<file path="config.mk">
export PLATFORM = sky130hd
export DESIGN_NAME = fixed_point_mult_pipe
export DESIGN_NICKNAME = d
export VERILOG_FILES = /design/src/rtl/fixed_point_mult_pipe.sv
export SDC_FILE = /design/constraint.sdc
export NUM_CORES = 1
export LEC_CHECK = 0
export ABC_AREA = 1
export BUFFER_PORTS_ARGS = -buffer_cell sky130_fd_sc_hd__buf_2
export CORE_MARGIN = 8
export CORE_UTILIZATION = 60
export CTS_CLUSTER_SIZE = 8
export DETAILED_ROUTE_END_ITERATION = 12
export PLACE_DENSITY = 0.8
export SLEW_MARGIN = 20
export SYNTH_ARGS = -nofsm -noshare
export SYNTH_HDL_FRONTEND = slang
export SYNTH_SLANG_ARGS = --single-unit
export TNS_END_PERCENT = 30
</file>
<file path="constraint.sdc">
create_clock -name clk_in -period 7.5 [get_ports clk_in]
set_input_delay 1.125 -clock clk_in [delete_from_list [all_inputs] [get_ports clk_in]]
set_output_delay 1.125 -clock clk_in [all_outputs]
set_load 0.01 [all_outputs]
</file>
<file path="src/rtl/fixed_point_mult_pipe.sv">
// fixed_point_mult_pipe
// Multi-lane signed fixed-point multiplier with a valid/ready pipeline.
// Each lane forms A*B and aligns it to the result format by an arithmetic
// right shift. Rounding is either floor or half-up. Overflow is either
// clamped or wrapped, and it is reported per lane.
// All lanes share one handshake. The whole pipeline advances only when
// the output register is empty or is being consumed.
//
// Ports
//   clk_in          clock, rising edge
//   rst_n_in        asynchronous active-low reset
//   flush_in        synchronous flush of all in-flight sets and of the sticky flag
//   in_valid        operand set present on a_in/b_in
//   in_ready        operand set is accepted this cycle
//   a_in, b_in      packed signed operands, lane i at [i*W +: W]
//   out_valid       p_out/ovf_out hold a result
//   out_ready       downstream consumes the result
//   p_out           packed signed results
//   ovf_out         per-lane overflow, zero unless out_valid
//   ovf_sticky_out  OR of all consumed ovf bits since reset/flush
module fixed_point_mult_pipe #(
  parameter int LANES       = 1,
  parameter int A_WIDTH     = 16,
  parameter int A_FRAC_BITS = 14,
  parameter int B_WIDTH     = 16,
  parameter int B_FRAC_BITS = 14,
  parameter int P_WIDTH     = 16,
  parameter int P_FRAC_BITS = 14,
  parameter int LATENCY     = 2,
  parameter int ROUND       = 0,
  parameter int SATURATE    = 1
) (
  input  logic                       clk_in,
  input  logic                       rst_n_in,
  input  logic                       flush_in,
  input  logic                       in_valid,
  output logic                       in_ready,
  input  logic [LANES*A_WIDTH-1:0]   a_in,
  input  logic [LANES*B_WIDTH-1:0]   b_in,
  output logic                       out_valid,
  input  logic                       out_ready,
  output logic [LANES*P_WIDTH-1:0]   p_out,
  output logic [LANES-1:0]           ovf_out,
  output logic                       ovf_sticky_out
);

  localparam int SHIFT    = A_FRAC_BITS + B_FRAC_BITS - P_FRAC_BITS;
  localparam int SHIFT_M1 = (SHIFT > 0) ? SHIFT - 1 : 0;
  // The working width holds the full product plus the rounding carry. It
  // also holds the result bounds when P_WIDTH is wider than the product.
  localparam int EW = A_WIDTH + B_WIDTH + 1;
  localparam int W  = ((EW > P_WIDTH) ? EW : P_WIDTH) + 1;

  localparam logic signed [W-1:0] RND_ADD =
    (ROUND != 0 && SHIFT > 0) ? (W'(1) << SHIFT_M1) : '0;
  localparam logic signed [W-1:0] P_MAX =
    {{(W-P_WIDTH+1){1'b0}}, {(P_WIDTH-1){1'b1}}};
  localparam logic signed [W-1:0] P_MIN =
    {{(W-P_WIDTH+1){1'b1}}, {(P_WIDTH-1){1'b0}}};

  if (SHIFT < 0 || LATENCY < 2 || LATENCY > 8) begin : g_bad_cfg
    $error("fixed_point_mult_pipe: illegal SHIFT or LATENCY");
  end

  // Returns {ovf, p} for one lane.
  function automatic logic [P_WIDTH:0] lane_mul(input logic [A_WIDTH-1:0] a,
                                                input logic [B_WIDTH-1:0] b);
    logic signed [W-1:0]  aw;
    logic signed [W-1:0]  bw;
    logic signed [W-1:0]  sw;
    logic                 ovf;
    logic [P_WIDTH-1:0]   p;
    aw  = {{(W-A_WIDTH){a[A_WIDTH-1]}}, a};
    bw  = {{(W-B_WIDTH){b[B_WIDTH-1]}}, b};
    sw  = (aw * bw + RND_ADD) >>> SHIFT;
    ovf = (sw > P_MAX) || (sw < P_MIN);
    if (ovf && SATURATE != 0) p = sw[W-1] ? P_MIN[P_WIDTH-1:0] : P_MAX[P_WIDTH-1:0];
    else                      p = sw[P_WIDTH-1:0];
    return {ovf, p};
  endfunction

  // Stage 0 registers the operands. Stage 1 registers the lane results.
  // Stages 2..LATENCY only delay them. Stage LATENCY drives the outputs,
  // so a set captured on edge N is presented after edge N+LATENCY.
  logic [LATENCY:0]               vld;
  logic [LANES*A_WIDTH-1:0]       s0_a;
  logic [LANES*B_WIDTH-1:0]       s0_b;
  logic [LANES*P_WIDTH-1:0]       pd [1:LATENCY];
  logic [LANES-1:0]               ov [1:LATENCY];
  logic [LANES*P_WIDTH-1:0]       calc_p;
  logic [LANES-1:0]               calc_ovf;
  logic                           advance;
  logic                           sticky;

  always_comb begin
    calc_p   = '0;
    calc_ovf = '0;
    for (int i = 0; i < LANES; i++) begin
      {calc_ovf[i], calc_p[i*P_WIDTH +: P_WIDTH]} =
        lane_mul(s0_a[i*A_WIDTH +: A_WIDTH], s0_b[i*B_WIDTH +: B_WIDTH]);
    end
  end

  assign out_valid = vld[LATENCY];
  assign advance   = !out_valid || out_ready;
  // Gating by rst_n_in keeps in_ready low while reset is held.
  assign in_ready  = rst_n_in && advance && !flush_in;
  assign p_out     = pd[LATENCY];
  assign ovf_out   = out_valid ? ov[LATENCY] : '0;
  assign ovf_sticky_out = sticky;

  always_ff @(posedge clk_in or negedge rst_n_in) begin
    if (!rst_n_in) begin
      vld  <= '0;
      s0_a <= '0;
      s0_b <= '0;
      for (int i = 1; i <= LATENCY; i++) begin
        pd[i] <= '0;
        ov[i] <= '0;
      end
    end else if (flush_in) begin
      vld <= '0;
    end else if (advance) begin
      // in_ready equals advance on this branch, so in_valid alone marks a transfer.
      vld   <= {vld[LATENCY-1:0], in_valid};
      s0_a  <= a_in;
      s0_b  <= b_in;
      pd[1] <= calc_p;
      ov[1] <= calc_ovf;
      for (int i = 2; i <= LATENCY; i++) begin
        pd[i] <= pd[i-1];
        ov[i] <= ov[i-1];
      end
    end
  end

  always_ff @(posedge clk_in or negedge rst_n_in) begin
    if (!rst_n_in)                                 sticky <= 1'b0;
    else if (flush_in)                             sticky <= 1'b0;
    else if (out_valid && out_ready && |ovf_out)   sticky <= 1'b1;
  end

endmodule

</file>
## Word-level counts from Yosys, hierarchy flattened

Cells that the tools add are included.

- Div/mod/pow operators: 0
- $lt $le $gt $ge: 2
- $mul: 1
- Eq/ne operators: 0
- Shifts and indexed selects: 0
- Add/subtract/negate cells: 0
- Bitwise gates (word level): 1
- Mux-type cells: 7
- Reduce and logical (&&, ||, !) cells: 11

Operator list:

| kind | number |
|---|---|
| multiplier 16 x 16 -> 32 bit | 1 |
| two-way mux 16 bit | 2 |
| > comparator 18 x 16 -> 1 bit (second input constant) | 1 |
| < comparator 18 x 16 -> 1 bit (second input constant) | 1 |
| two-way mux 3 bit | 2 |
| logical AND 1 bit | 4 |
| nonzero test 2 bit | 2 |
| two-way mux 1 bit | 3 |
| logical NOT 1 bit | 2 |
| logical OR 1 bit | 2 |
| AND reduction 2 bit | 1 |
| inverter 1 bit | 1 |

- Register bits after elaboration: 70
- Latch bits: 0
- Memory bits (writable): 0
- Bits in read-only memories: 0
- Output and inout bits: 20
- Word-level logic and storage cells: 30
- Input port bits: 37
- Memories kept: 0

## Longest topological paths before layout

Gate-level depths: netlist of the first run.

- Depth after elaboration: 4
- Mapped depth: 31
- Mapped depth without buffers: 28

## Least setup slack after synthesis of the first run

OpenSTA, ideal clock, no wires.

- Kind: register -> register
- Start: register s0_a[15]
- End: register pd[23] (netlist name)
- Required time: 7380 ps
- Clock period less this slack: 6144 ps
- Stages on the path, launching flop included: 26
- Library setup time: 120 ps
- Arrival time: 6024 ps
- Path buffers: 3
- Path slack: 1356 ps
- Path through: dfrtp_1 clkbuf_1 clkbuf_1 nand2_1 inv_1 fa_1 fa_1 fa_1 fa_1 inv_1 fa_1 inv_1 fa_1 ha_1 inv_2 nor3_1 nand2_1 nor3_1 nand2_2 nand2_1 nand2_1 nand2_4 nor2_4 nor2_8 buf_8 a21oi_2

- Longest elaborated chain between the ends: 4
- Elaborated cells between the ends (all ways): 6
- Those cells by class: mul: 1; order compare: 2; mux: 2; reduce/logical: 1

RTL lines:

| element | RTL line | RTL |
|---|---|---|
| start: declaration | 86 | `logic [LANES*A_WIDTH-1:0] s0_a;` |
| start signal: assignment | 126 | `s0_a <= a_in;` |
| multiplier 16 x 16 -> 32 bit * | 75 | `sw = (aw * bw + RND_ADD) >>> SHIFT;` |
| > comparator 18 x 16 -> 1 bit / < comparator 18 x 16 -> 1 bit (equally long branches) | 76 | `ovf = (sw > P_MAX) \|\| (sw < P_MIN);` |
| logical OR 1 bit | 76 |  |
| two-way mux 16 bit * | 77 | `if (ovf && SATURATE != 0) p = sw[W-1] ? P_MIN[P_WIDTH-1:0] : P_MAX[P_WIDTH-1:0];` |
| end signal: indexed assignment | 131 | `pd[i] <= pd[i-1];` |
| end: declaration | 88 | `logic [LANES*P_WIDTH-1:0] pd [1:LATENCY];` |

Mark *: on every way between the ends. The rest lies on a longest branch, timed or not.
A chain may end at the register's enable or synchronous reset.

## Final worst setup path of the first run

- Start: register s0_a[15]
- End: register pd[27] (netlist name)

The elaborated chain is that of the path after synthesis.

==> impl_metrics.py, run 1 <==
metrics = {
    "clock_tree": {
        "clkTransAtPathRegs_ns": 0.06,
        "cts_hold_buffers": 0,
        "clkSinkCount": 70,
        "cts_tree": "done",
        "post_cts_buffers": 0,
        "htreeDepth": 3,
        "cts_root_buffer": "clkbuf_16",
        "numCtsBuffers": 9,
        "cts_buffer_depth": 2,
        "cts_resized": 0,
        "clk_latency_ns": 0.34,
    },
    "drt": {
        "drt_first_pass_iters": 7,
        "drt_iter0_drc": 838,
        "drt_wl_total_um": 33900,
        "ant_nets": 0,
        "vias": 10719,
        "routedWlPerCell_um": 16.7,
        "post_drt_via_cell_ratio": 5.29,
        "drc": 0,
    },
    "logic_synthesis": {
        "synth_top_area_share_pct": 38.5,
        "synth_compound_area_share_pct": 3.05,
        "yosys.area_share.simple_pct": 21.2,
        "synth_nets": 2128,
        "syn_avg_cell_area_um2": 7.76,
        "yosysUniqueCellTypes": 42,
        "ys_ff_latch": 70,
        "synthXorXnorAreaFrac_pct": 0.903,
        "syn_inst": 1751,
        "synth_top_family_by_area": "adder cells",
        "yosysSeqAreaShare_pct": 12.9,
        "yosysWarnings": 0,
        "yosysTopAreaCell": "fa_1",
        "synth_area_leaders": "fa_1, nand2_1, dfrtp_1, inv_1, ha_1",
        "synth_adder_area_share_pct": 45.8,
        "synthMuxAreaShare_pct": 0,
        "netlist_area_um2": 13600,
    },
    "setup_path": {
        "r2r_start": "s0_a[15]",
        "cp.required_ns": 7.77,
        "crit_fanout": 17,
        "critPathKind": "flip-flop to flip-flop",
        "crit_arrival_ns": 6.92,
        "crit_path_end_kind": "flip-flop",
        "reg2reg_to": "pd[27]",
        "rr_worst_depth": 23,
        "r2r_slack_ns": 0.85,
        "critPathLaunchType": "flip-flop",
    },
    "grt": {
        "grt_pass1_wl_um": 57600,
        "grt_max_degree": 72,
        "grtUsageTotal_pct": 25.8,
        "grt_pass1_vias": 11583,
        "grt_antenna_before_repair": 0,
        "grt_overflow": 0,
    },
    "sta": {
        "tightest_slew_ns": 1.01,
        "fin_worst_skew_ns": 0.0112,
        "fin_ws_ns": 0.847,
        "setup_viol": 0,
        "post-route-period-util_pct": 88.7,
        "slew_headroom_pct": 32.4,
        "fmax_mhz": 150,
        "period_minus_slack_ns": 6.65,
        "grt_setup_unrepaired": "false",
        "finalHoldViolations": 0,
        "setup_tns_ns": 0,
        "drv_slew": 0,
    },
    "placed_design": {
        "place_ws_ns": 0.944,
        "place_hpwl_um": 28400,
        "numPortBuffers": 56,
        "gp_congestion": 0.995,
    },
    "job": {
        "maxCapViolations": 0,
    },
    "die": {
        "num_rows": 55,
        "die_h_um": 166,
        "start_util_pct": 60.5,
        "die_w_um": 166,
        "design.core.area_um2": 22400,
        "die_area_um2": 27700,
        "ios": 57,
    },
    "cells_and_area": {
        "fin_nets": 2112,
        "seq_area_um2": 1750,
        "nFillCells": 1915,
        "utilization_pct": 63.3,
        "final_common_cell": "nand2_1",
        "final_cell_mix": "nand2_1, inv_1, fa_1",
        "n_antenna_cell": 0,
        "drive_above_1_share_pct": 7.93,
        "area_growth_pct": 4.54,
        "multiInputGateArea_um2": 9630,
    },
    "min_path": {
        "hold_end": "p_out[7]",
        "hold_path.class": "flip-flop to flip-flop",
        "hold_depth": 2,
        "min_from": "pd[23]",
    },
    "run_status": {
        "status": "finished clean",
    },
}
[cells in the mapped netlist, drive strengths merged]
master and count:
nand3 39, o211ai 1, nor4 1, nand3b 4, a21boi 1, nand4 3
clkbuf 70, and2 2, fa 261, o21ai 11, buf 23, dfrtp 70
nor2 76, o22ai 1, nand2b 1, nand2 558, xnor2 5, xor2 9
o21bai 6, nor3b 1, inv 468, o21a 2, or2 4, nor3 12
a21o 1, ha 79, a31oi 1, a21oi 41
[cells by family after synthesis]
kind of cell / Yosys count
AND/OR/NAND/NOR: 701
buffers and inverters: 561
adder cells (fa/ha/maj): 340
flip-flops: 70
AO/OA/AOI/OAI: 65
XOR/XNOR: 14
[cell type report]
class	instances	area share [%]
Multi-Input combinational cell	1120	67.8
Inverter	468	12.4
Sequential cell	70	12.3
Tap cell	285	2.51
Timing Repair Buffer	66	2.50
Clock buffer	11	1.71
Clock inverter	5	0.749
[how the worst max path moves through the flow]
stage,start,endpoint
after floorplan,s0_a[15],pd[23]
after global placement,s0_b[7],pd[19]
after detailed placement,s0_a[15],pd[16]
after CTS,s0_b[7],pd[19]
after global routing,s0_a[15],pd[27]
final,s0_a[15],pd[27]
[state kept, by name, summed over array words and instances (netlist names)]
| signal | flops |
|---|---|
| ov | 2 |
| ovf_sticky_out | 1 |
| p_out | 16 |
| pd | 16 |
| s0_a | 16 |
| s0_b | 16 |
| vld | 3 |
[worst max-delay path, cell delays in order (launching register included)]
cell	delay (ns)
dfrtp_1	0.68
nand2_1	0.19
inv_1	0.16
fa_1	0.55
fa_1	0.93
fa_1	0.55
fa_1	0.53
fa_1	0.49
inv_1	0.05
fa_1	0.47
inv_1	0.05
ha_1	0.39
nand2_1	0.12
inv_2	0.06
nand2_1	0.11
nor3b_2	0.19
nand2_1	0.12
nand2_1	0.11
nand2_1	0.06
nand2_1	0.06
nand3_1	0.11
nand2_2	0.27
nand3_1	0.16
a21oi_2	0.15
[per-stage QoR]
stage	cell area [um^2]	hold WS, ns	instances
6_report	14200	0.478	2025
5_1_grt	14200	0.495	2025
3_3_place_gp	13800	0.459	2009
4_1_cts	14200	0.479	2025
2_1_floorplan	13600	0.442	1751
3_5_place_dp	13800	0.463	2009
[routing by layer]
layer | wire length, um | GRT usage [%] | share of wire, %
met1 | 13000 | 31.8 | 38
met2 | 16900 | 44.3 | 50
met3 | 2250 | 3.40 | 6.6
met4 | 1800 | 12.9 | 5.3
met5 | 0 | 0 | 0
Power of run 1 is not shown: default switching activity piles up to over one toggle a cycle in this logic, so the estimate is an artifact.
==> run 2, diff against run 1 <==
BUFFER_PORTS_ARGS = not set   (was -buffer_cell sky130_fd_sc_hd__buf_2)
CORE_UTILIZATION = 55   (was 60)
DONT_BUFFER_PORTS = 1   (was not set)
PLACE_DENSITY = 0.72   (was 0.8)
==> run 2 against run 1 <==
Sequential share of layout area grew 0.22 points. Maximum frequency shrank 1.7%. First-iteration DRC count grew 6.8%. Clock skew is essentially flat. Final area shrank 1.7%. Via count shrank 4.0%. Wire length grew 0.37%. Critical path depth shrank 1. Clock-buffer cell count shrank 1.
==> impl_metrics.py, run 2 (synthesis results as in run 1) <==
metrics = {
    "grt": {
        "grtUsageTotal_pct": 23.8,
        "grt_overflow": 0,
        "grt_max_degree": 72,
        "grt_pass1_wl_um": 57100,
        "grt_pass1_vias": 11027,
        "grt_antenna_before_repair": 0,
    },
    "clock_tree": {
        "htreeDepth": 3,
        "cts_resized": 0,
        "cts_tree": "done",
        "cts_buffer_depth": 2,
        "clkSinkCount": 70,
        "post_cts_buffers": 0,
        "numCtsBuffers": 9,
        "cts_hold_buffers": 0,
        "clk_latency_ns": 0.34,
        "clkTransAtPathRegs_ns": 0.07,
        "cts_root_buffer": "clkbuf_16",
    },
    "job": {
        "maxCapViolations": 0,
    },
    "min_path": {
        "hold_path.class": "flip-flop to flip-flop",
    },
    "setup_path": {
        "cp.required_ns": 7.70,
        "critPathLaunchType": "flip-flop",
        "crit_fanout": 17,
        "critPathKind": "flip-flop to flip-flop",
        "crit_path_end_kind": "flip-flop",
        "crit_arrival_ns": 6.97,
    },
    "drt": {
        "ant_nets": 0,
        "routedWlPerCell_um": 16.9,
        "drt_first_pass_iters": 5,
        "drc": 0,
        "drt_wl_total_um": 34000,
        "post_drt_via_cell_ratio": 5.12,
        "vias": 10289,
        "drt_iter0_drc": 895,
    },
    "sta": {
        "fmax_mhz": 148,
        "slew_headroom_pct": 33.2,
        "post-route-period-util_pct": 90.2,
        "period_minus_slack_ns": 6.76,
        "finalHoldViolations": 0,
        "drv_slew": 0,
        "setup_tns_ns": 0,
        "tightest_slew_ns": 1.00,
        "grt_setup_unrepaired": "false",
        "fin_worst_skew_ns": 0.0110,
        "setup_viol": 0,
    },
    "cells_and_area": {
        "final_common_cell": "nand2_1",
        "fin_nets": 2059,
        "final_cell_mix": "nand2_1, inv_1, fa_1",
        "area_growth_pct": 2.73,
        "n_antenna_cell": 0,
        "drive_above_1_share_pct": 4.99,
    },
    "placed_design": {
        "place_hpwl_um": 28400,
        "gp_congestion": 0.983,
        "numPortBuffers": 0,
    },
    "run_status": {
        "status": "finished clean",
    },
    "die": {
        "die_h_um": 173,
        "design.core.area_um2": 24200,
        "num_rows": 57,
        "die_w_um": 173,
        "die_area_um2": 30000,
        "ios": 57,
        "start_util_pct": 56.0,
    },
}
==> run 2: worst paths after layout <==
path	start	endpoint	slack [ns]	depth (start not counted)
worst max-delay path	s0_a[15]	pd[20]	0.74	22
worst min-delay path	pd[30]	p_out[14]	0.46	2
worst max register to register	s0_a[15]	pd[20]	0.74	22
worst min register to register	pd[30]	p_out[14]	0.46	2
max in group asynchronous	rst_n_in	pd[18]	6.88	0
min in group asynchronous	rst_n_in	s0_b[5]	0.48	0
==> run 2: worst max-delay path, cell delays in order, from the launching register on <==
cell,delay [ns]
dfrtp_1,0.74
nand2_1,0.20
inv_1,0.16
fa_1,0.56
fa_1,0.97
fa_1,0.61
fa_1,0.52
inv_1,0.05
fa_1,0.47
inv_1,0.05
fa_1,0.43
ha_1,0.40
inv_2,0.08
nor3_1,0.27
nand2_1,0.11
nor3_1,0.19
nand2_2,0.10
nand2_1,0.09
nand2_1,0.09
nand2_4,0.10
nor2_4,0.05
nor2_8,0.27
a21oi_1,0.12
==> run 2: metal layers <==
metal	track usage (%)	vias to the layer above	part of all wire, %
met1	29.9	5063	40
met4	9.56	0	4.0
met2	40.6	349	50
li1	-	4792	-
met3	3.49	85	5.8
met5	0	-	0
==> run 2: layout make-up <==
cell class	count	area [um^2]
fillers	2263	10300
multi-input cells	1120	9630
inverters	468	1760
flip-flops and latches	70	1750
well taps	324	405
clock buffers	10	239
repair buffers	13	97.6
clock inverters	4	72.6
==> run 2: per-stage QoR <==
step | hold slack, ns | util (%) | cells | area [um^2] | setup slack, ns
after floorplan | 0.442 | - | 1751 | 13600 | 1.36
after global placement | 0.458 | 56.2 | 1995 | 13600 | 0.978
after detailed placement | 0.455 | 56.2 | 1995 | 13600 | 0.837
after CTS | 0.463 | 57.5 | 2009 | 14000 | 0.796
after global routing | 0.472 | 57.5 | 2009 | 14000 | 0.299
final | 0.459 | 57.5 | 2009 | 14000 | 0.735
Power of run 2 is left out for the same reason.
==> run 3, diff against run 2 <==
CAP_MARGIN = 15   (was not set)
CORE_UTILIZATION = 35   (was 55)
MAX_ROUTING_LAYER = met4   (was not set)
PLACE_DENSITY = 0.51   (was 0.72)
==> run 3 against run 2 <==
Worst setup slack improved by 0.040 ns. Non-clock buffer count rose by 3. Maximum frequency rose by 0.59%. Register-to-register slack improved by 0.04 ns. First-iteration DRC count fell by 20%. Critical endpoint is now pd[18]. Clock-buffer cell count fell by 1. Global-route usage fell by 6.4 points. Largest cell class unchanged. Wire length rose by 3.7%.
==> impl_metrics.py, run 3 (synthesis results as in run 1) <==
metrics = {
    "cells_and_area": {
        "fin_nets": 2062,
        "utilization_pct": 36.9,
        "final_cell_mix": "nand2_1, inv_1, fa_1",
        "final_common_cell": "nand2_1",
        "drive_above_1_share_pct": 5.27,
        "fin_cells": 2208,
        "n_antenna_cell": 0,
        "area_growth_pct": 4.45,
    },
    "sta": {
        "fin_ws_ns": 0.775,
        "period_minus_slack_ns": 6.73,
        "drv_slew": 0,
        "finalHoldViolations": 0,
        "post-route-period-util_pct": 89.7,
        "setup_tns_ns": 0,
        "tightest_slew_ns": 0.883,
        "fin_worst_skew_ns": 0.0170,
        "setup_viol": 0,
        "grt_setup_unrepaired": "false",
        "slew_headroom_pct": 41.1,
        "fmax_mhz": 149,
    },
    "drt": {
        "drc": 0,
        "post_drt_via_cell_ratio": 4.57,
        "drt_first_pass_iters": 5,
        "routedWlPerCell_um": 16.0,
        "ant_nets": 0,
        "drt_iter0_drc": 714,
        "vias": 10098,
        "drt_wl_total_um": 35300,
    },
    "grt": {
        "grtUsageTotal_pct": 17.4,
        "grt_overflow": 0,
        "grt_max_degree": 72,
        "grt_antenna_before_repair": 0,
        "grt_pass1_wl_um": 59200,
        "grt_pass1_vias": 10935,
    },
    "die": {
        "die_area_um2": 45400,
        "die_h_um": 213,
        "die_w_um": 213,
        "start_util_pct": 35.3,
        "design.core.area_um2": 38500,
        "num_rows": 72,
        "ios": 57,
    },
    "placed_design": {
        "numPortBuffers": 0,
        "gp_congestion": 0.851,
        "place_ws_ns": 0.817,
        "dp.cells": 2192,
        "place_hpwl_um": 29200,
    },
    "setup_path": {
        "cp.required_ns": 7.74,
        "endpoint": "pd[18]",
        "critPathKind": "flip-flop to flip-flop",
        "critPathLaunchType": "flip-flop",
        "crit_path_start": "s0_a[15]",
        "r2r_start": "s0_a[15]",
        "crit_path_end_kind": "flip-flop",
        "reg2reg_to": "pd[18]",
        "r2r_slack_ns": 0.77,
        "crit_arrival_ns": 6.97,
        "rr_worst_depth": 22,
        "crit_fanout": 17,
    },
    "clock_tree": {
        "cts_tree": "done",
        "clkSinkCount": 70,
        "cts_buffer_depth": 2,
        "clk_latency_ns": 0.38,
        "htreeDepth": 3,
        "cts_hold_buffers": 0,
        "post_cts_buffers": 0,
        "numCtsBuffers": 9,
        "cts_resized": 0,
        "clkTransAtPathRegs_ns": 0.08,
        "cts_root_buffer": "clkbuf_16",
    },
    "job": {
        "maxCapViolations": 0,
    },
    "min_path": {
        "hold_path.class": "primary input to async pin",
    },
    "run_status": {
        "status": "finished clean",
    },
}
[run 3: critical path, cell delays in order, from the launching register on]
cell     delay [ns]
dfrtp_1        0.71
nand2_1        0.19
inv_1          0.16
fa_1           0.56
fa_1           0.92
fa_1           0.59
fa_1           0.51
inv_1          0.05
fa_1           0.47
inv_1          0.05
fa_1           0.43
ha_1           0.40
inv_2          0.09
nor3_1         0.29
nand2_1        0.13
nor3_1         0.20
nand2_2        0.12
nand2_1        0.08
nand2_1        0.08
nand2_4        0.09
nor2_4         0.05
nor2_8         0.26
a21oi_1        0.13
[run 3: worst min-delay path by stage]
stage | start | depth (start not counted) | endpoint | slack [ns]
after global routing | rst_n_in | 0 | p_out[10] | 0.43
after floorplan | pd[31] | 2 | p_out[15] | 0.44
after global placement | pd[16] | 2 | p_out[0] | 0.46
final | rst_n_in | 0 | s0_a[15] | 0.45
after detailed placement | pd[19] | 2 | p_out[3] | 0.46
after CTS | rst_n_in | 0 | s0_a[15] | 0.41
[run 3: final cells by class]
| cell class | instances | area, um^2 |
|---|---|---|
| Tap cell | 518 | 648 |
| Sequential cell | 70 | 1750 |
| Clock inverter | 7 | 55.1 |
| Inverter | 468 | 1760 |
| Fill cell | 4113 | 24300 |
| Multi-Input combinational cell | 1120 | 9630 |
| Timing Repair Buffer | 16 | 120 |
| Clock buffer | 9 | 225 |
[run 3: layer usage]
| layer | vias to the layer above | GRT usage, % | wire length, um |
|---|---|---|---|
| li1 | 4804 | - | - |
| met1 | 5106 | 22.3 | 15900 |
| met2 | 154 | 28.9 | 17500 |
| met3 | 34 | 2.22 | 1200 |
| met4 | 0 | 4.31 | 728 |
| met5 | - | - | 0 |
[run 3: per-stage QoR]
stage | area [um^2] | hold WS, ns
CTS | 14200 | 0.415
finish | 14200 | 0.448
floorplan | 13600 | 0.442
global route | 14200 | 0.426
global placement | 13900 | 0.457
detailed placement | 13900 | 0.458
Power of run 3 is left out for the same reason.
